<file path="config.mk">
export PLATFORM = sky130hd
export DESIGN_NAME = sd_spi
export DESIGN_NICKNAME = d
export VERILOG_FILES = /design/src/rtl/sd_spi.sv
export SDC_FILE = /design/constraint.sdc
export NUM_CORES = 1
export LEC_CHECK = 0
export CORE_ASPECT_RATIO = 0.7
export CORE_MARGIN = 2
export CORE_UTILIZATION = 63
export DETAILED_ROUTE_END_ITERATION = 12
export DONT_BUFFER_PORTS = 1
export PLACE_DENSITY = 0.8
export SLEW_MARGIN = 10
export SYNTH_ARGS = -nofsm -noshare
export SYNTH_HDL_FRONTEND = slang
export SYNTH_SLANG_ARGS = --single-unit
</file>
<file path="constraint.sdc">
create_clock -name clock -period 2.8 [get_ports clock]
set_clock_uncertainty 0.1 [all_clocks]
set_input_delay 0.56 -clock clock [delete_from_list [all_inputs] [get_ports clock]]
set_output_delay 0.56 -clock clock [all_outputs]
set_load 0.01 [all_outputs]
</file>
<file path="src/rtl/sd_spi.sv">
// -----------------------------------------------------------------------------
// sd_spi -- SPI master (mode 0) that executes SD-card commands from the
// port mapper (ports 0Fh/1Fh) and returns status/data to the port-read mux.
//
// Parameters
//   SPI_HALF  SCLK half-period in clock cycles (>=1); one bit = 2*SPI_HALF
//   TIMEOUT   cycles without an accepted command before sd_timeout sets (>=2)
//
// Ports
//   clock       in   system clock, all logic on posedge
//   reset_n     in   asynchronous active-low reset
//   sd_signal   in   command strobe, command taken on its 0->1 transition
//   sd_cmd      in   [1:0] 0 init, 1 byte exchange, 2 CS assert, 3 CS release
//   sd_out      in   [7:0] byte to transmit for command 1
//   sd_din      out  [7:0] last byte received from the card
//   sd_busy     out  high while a command executes
//   sd_timeout  out  high once TIMEOUT cycles passed since last accepted command
//   spi_sclk    out  SPI clock, idle low
//   spi_mosi    out  SPI data to card, idle high
//   spi_miso    in   SPI data from card
//   spi_cs_n    out  card select, active low
// -----------------------------------------------------------------------------
module sd_spi #(
  parameter int unsigned SPI_HALF = 64,
  parameter int unsigned TIMEOUT  = 25_000_000
) (
  input  logic       clock,
  input  logic       reset_n,
  input  logic       sd_signal,
  input  logic [1:0] sd_cmd,
  input  logic [7:0] sd_out,
  output logic [7:0] sd_din,
  output logic       sd_busy,
  output logic       sd_timeout,
  output logic       spi_sclk,
  output logic       spi_mosi,
  input  logic       spi_miso,
  output logic       spi_cs_n
);

  localparam int unsigned DW = (SPI_HALF > 1) ? $clog2(SPI_HALF) : 1;
  localparam int unsigned TW = $clog2(TIMEOUT + 1);

  localparam logic [DW-1:0] DIV_RELOAD = DW'(SPI_HALF - 1);
  localparam logic [TW-1:0] TMO_MAX    = TW'(TIMEOUT);

  typedef enum logic [1:0] {
    S_IDLE,
    S_INIT,
    S_XFER
  } state_t;

  state_t        state_q, state_d;
  logic          prev_q, prev_d;
  logic          busy_q, busy_d;
  logic [DW-1:0] div_q, div_d;
  logic [6:0]    bits_q, bits_d;
  logic          sclk_q, sclk_d;
  logic          mosi_q, mosi_d;
  logic          cs_n_q, cs_n_d;
  logic [7:0]    shift_q, shift_d;
  logic [7:0]    din_q, din_d;
  logic [TW-1:0] tmo_q, tmo_d;

  logic start;
  logic accept;
  logic half_tick;

  always_ff @(posedge clock or negedge reset_n) begin
    if (!reset_n) begin
      state_q <= S_IDLE;
      prev_q  <= 1'b0;
      busy_q  <= 1'b0;
      div_q   <= '0;
      bits_q  <= '0;
      sclk_q  <= 1'b0;
      mosi_q  <= 1'b1;
      cs_n_q  <= 1'b1;
      shift_q <= '1;
      din_q   <= '1;
      tmo_q   <= '0;
    end else begin
      state_q <= state_d;
      prev_q  <= prev_d;
      busy_q  <= busy_d;
      div_q   <= div_d;
      bits_q  <= bits_d;
      sclk_q  <= sclk_d;
      mosi_q  <= mosi_d;
      cs_n_q  <= cs_n_d;
      shift_q <= shift_d;
      din_q   <= din_d;
      tmo_q   <= tmo_d;
    end
  end

  always_comb begin
    state_d = state_q;
    prev_d  = sd_signal;
    busy_d  = busy_q;
    div_d   = div_q;
    bits_d  = bits_q;
    sclk_d  = sclk_q;
    mosi_d  = mosi_q;
    cs_n_d  = cs_n_q;
    shift_d = shift_q;
    din_d   = din_q;

    start     = sd_signal & ~prev_q;
    // A strobe arriving while busy is dropped, including its timeout clear.
    accept    = start & ~busy_q;
    half_tick = (div_q == '0);

    if (accept)
      tmo_d = '0;
    else if (tmo_q == TMO_MAX)
      tmo_d = tmo_q;
    else
      tmo_d = tmo_q + 1'b1;

    case (state_q)
      S_IDLE: begin
        // The one-cycle busy of cmd 2/3 is released here on the next cycle.
        busy_d = 1'b0;
        if (accept) begin
          busy_d = 1'b1;
          case (sd_cmd)
            2'd0: begin
              state_d = S_INIT;
              cs_n_d  = 1'b1;
              mosi_d  = 1'b1;
              bits_d  = 7'd80;
              div_d   = DIV_RELOAD;
            end
            2'd1: begin
              state_d = S_XFER;
              shift_d = sd_out;
              mosi_d  = sd_out[7];
              bits_d  = 7'd8;
              div_d   = DIV_RELOAD;
            end
            2'd2:    cs_n_d = 1'b0;
            default: cs_n_d = 1'b1;
          endcase
        end
      end

      S_INIT, S_XFER: begin
        if (half_tick) begin
          div_d = DIV_RELOAD;
          if (!sclk_q) begin
            // Rising edge: sample MISO on the same edge that raises SCLK.
            sclk_d = 1'b1;
            if (state_q == S_XFER)
              shift_d = {shift_q[6:0], spi_miso};
          end else begin
            // Falling edge: shift already moved, so bit 7 is the next to send.
            sclk_d = 1'b0;
            bits_d = bits_q - 1'b1;
            if (bits_q == 7'd1) begin
              state_d = S_IDLE;
              busy_d  = 1'b0;
              if (state_q == S_XFER) begin
                din_d  = shift_q;
                mosi_d = 1'b1;
              end
            end else if (state_q == S_XFER) begin
              mosi_d = shift_q[7];
            end
          end
        end else begin
          div_d = div_q - 1'b1;
        end
      end

      default: begin
        state_d = S_IDLE;
        busy_d  = 1'b0;
      end
    endcase
  end

  assign sd_din     = din_q;
  assign sd_busy    = busy_q;
  assign sd_timeout = (tmo_q == TMO_MAX);
  assign spi_sclk   = sclk_q;
  assign spi_mosi   = mosi_q;
  assign spi_cs_n   = cs_n_q;

endmodule

</file>
==> flow_summary.yaml <==
floorplanning:
  core_area_um2: 4910
  row_count: 21
  initial_core_util_pct: 67.1
  io_pins: 27
  die_h_um: 64.5
  die-area_um2: 5840
  die_x_um: 90.5
sta:
  achievable-frequency_mhz: 399
  period_needed_ns: 2.50
  hold_viol: 0
  setup_violations: 0
  setup_slack_ns: 0.296
  worstMarginPinSlew_ns: 0.636
  fin_crit_sh_pct: 89.4
  finalSetupTns_ns: 0
  rsz0062_at_grt: "no"
  slew_headroom_pct: 57.4
  drv_slew: 0
clock_tree:
  postCtsSetupBuffers: 0
  cts_made_buffers: 9
  cts.htree.levels: 3
  clockBufferDepth: 2
  ctsResizeCount: 0
  cts_tree: "built"
  numClockSinks: 61
  clk-insertion-delay-late_ns: 0.34
  ctsHoldBuffers: 2
  clk_pin_slew_ns: 0.07
  root_buffer: "clkbuf_8"
cells_and_area:
  areaGrowthSynthToFinish_pct: 8.99
  regArea_um2: 1550
  final_nets: 348
  drive_gt1_share_pct: 21.5
  nFillCells: 354
  multi_input_area_um2: 1660
  utilization_pct: 73.1
  diodes: 0
  final_area_um2: 3590
grt:
  grt_pass1_vias: 2405
  grt-ovfl-total: 0
  grt_pass1_wl_um: 12100
  grt_max_degree: 62
  grt_use_total_pct: 26.8
  antenna_found_initial: 0
power:
  p_seq_share_pct: 45.9
  pwr-share-clk_pct: 25.3
  switchingPower_uw: 991
  p_leak_nw: 1.48
  combPwrFrac_pct: 28.8
  pwr_density_cell_nw_per_um2: 799
  p_sw_share_pct: 34.5
  vdd.ir_drop.worst_mv: 0.573
  p_int_mw: 1.88
place:
  hpwl_um: 4970
  place_area_um2: 3370
  gp_congestion: 0.868
  io_buffers: 0
  post-place-ws_ns: 0.317
synthesis:
  synth-warning-count: 0
  ys_seq_area_share_pct: 47.0
  syn_avg_cell_area_um2: 10.3
  postSynthCellCount: 321
  synth_enable_flop_cells: 0
  ys_top_cells_by_area: "dfrtp_1 33%, dfstp_2 14%, mux2_2 8.9%, a21oi_1 3.5%, ha_1 3.0%"
  syn_area_um2: 3300
  async_flop_share_pct: 100
  synth_nets: 343
  synth_seq_cells: 61
  synth_top_area_share_pct: 32.6
  yosysUniqueCellTypes: 57
  synth_top_cell_by_area: "dfrtp_1"
  synthFlopType: "dfrtp_1"
job:
  cap_violations: 0
setup_path:
  cp_data_arrival_time_ns: 2.67
  start_kind: "flip-flop"
  crit_fanout: 8
  critPathSlowestCell: "nor4_4"
  setup.worst_path.end_class: "flip-flop"
  reg2reg_slack_ns: 0.30
  crit_chain: "inv_1 > ha_1 > or4b_1 > nor4_4 > mux2_2"
  crit_start: "div_q[0]"
  r2r-start: "div_q[0]"
  crit_type: "flip-flop to flip-flop"
  crit_required_ns: 2.96
  critPathMaxStageDelay_ns: 0.62
outcome:
  outcome: "completed"
drt:
  vias: 2555
  drtAntennaViolNets: 0
  wl_um: 7110
  drtIter0Drc: 230
  avgViaCountPerCell: 6.39
  wl_per_cell_um: 17.8
  drc: 0
  dr.pass1.iters: 5
min_path:
  hold_class: "input pin to flip-flop"
  min-delay-start: "sd_signal"
-- kinds of logic (layout without fill, tap and decap cells) --
group	Yosys count	count (layout)	synth area share, %
flops	61	61	47.0
xor+xnor	11	11	2.92
compound gates	73	73	14.3
fa+ha+maj	8	8	3.04
simple gates	116	116	20.4
mux	28	28	9.49
buf+inv	24	34	2.81
-- power by group through the flow --
stage | clock, mW | sequential (mW) | combinational [mW]
2_1_floorplan | 0 | 1.25 | 0.670
3_3_place_gp | 0 | 1.31 | 0.765
3_5_place_dp | 0 | 1.33 | 0.805
4_1_cts | 0.739 | 1.31 | 0.830
5_1_grt | 0.782 | 1.35 | 0.925
6_report | 0.726 | 1.32 | 0.827
-- registers in the layout, summed over array words and instances (netlist names) --
name	count
sd_din	8
sd_busy	1
state_q	2
bits_q	7
spi_mosi	1
div_q	6
tmo_q	25
prev_q	1
shift_q	8
spi_cs_n	1
spi_sclk	1
-- critical path: cells and delay by family (launching register included) --
kind / cells / cell delay [ns]
AND/OR/NAND/NOR: 2 / 1.23
multiplexers: 1 / 0.41
flip-flops: 1 / 0.40
adder cells (fa/ha/maj): 1 / 0.17
buffers and inverters: 1 / 0.13
-- synth_stat cells, drive strengths merged (4+ instances only) --
master	number
a21oi	23
and2	4
and3	7
and4	4
clkbuf	10
dfrtp	43
dfstp	18
ha	8
inv	13
mux2	26
nand2	14
nand2b	4
nand3	11
nand4	10
nor2	22
nor3	7
nor4	5
nor4b	4
o21ai	18
o31ai	7
or3	7
or4	6
xor2	10
-- layout make-up --
class	count	share of cell area, %
Timing Repair Buffer	5	1.67
Clock inverter	3	0.557
Multi-Input combinational cell	236	46.2
Tap cell	69	2.40
Sequential cell	61	43.1
Clock buffer	13	4.70
Inverter	13	1.36
-- layer usage --
metal  global-route usage [%]  vias up  wire length (um)
li1                         -     1208                 -
met1                     38.7     1243              3380
met2                     39.2       95              3150
met3                     8.14        9               481
met4                     8.27        0                91
met5                        0        -                 0
-- cell usage in the layout (no fill, tap or decap), types with 3 or more instances in the layout --
cell type	Yosys	routed
dfrtp_1	43	43
mux2_2	26	26
a21oi_1	23	23
nor2_1	22	22
dfstp_2	18	18
o21ai_0	17	17
nand2_1	14	14
inv_1	13	13
clkbuf_8	0	12
nand3_1	11	11
nand4_1	10	10
xor2_1	10	10
ha_1	8	8
or3_1	7	7
and3_1	7	7
o31ai_1	7	7
nor3_1	7	7
or4_1	6	6
nor4b_1	4	4
nor4_1	4	4
and4_1	4	4
and2_1	4	4
nand2b_1	4	4
nor2b_1	3	3
a31oi_1	3	3
buf_4	0	3
-- metrics by stage --
step           power [mW]  std cells  hold WS (ns)
5_1_grt              3.06        400         0.136
3_3_place_gp         2.08        382         0.166
4_1_cts              2.88        400         0.140
2_1_floorplan        1.92        321         0.164
3_5_place_dp         2.13        382         0.166
6_report             2.87        400         0.153
-- path summary, 6_finish.rpt --
path	cells after the start	to
max	5	sd_din[0]
min	0	prev_q
max reg2reg	5	sd_din[0]
min reg2reg	1	bits_q[5]
max in group asynchronous	2	spi_cs_n
min in group asynchronous	2	tmo_q[13]
No activity file was read; power rests on OpenSTA's default activity.
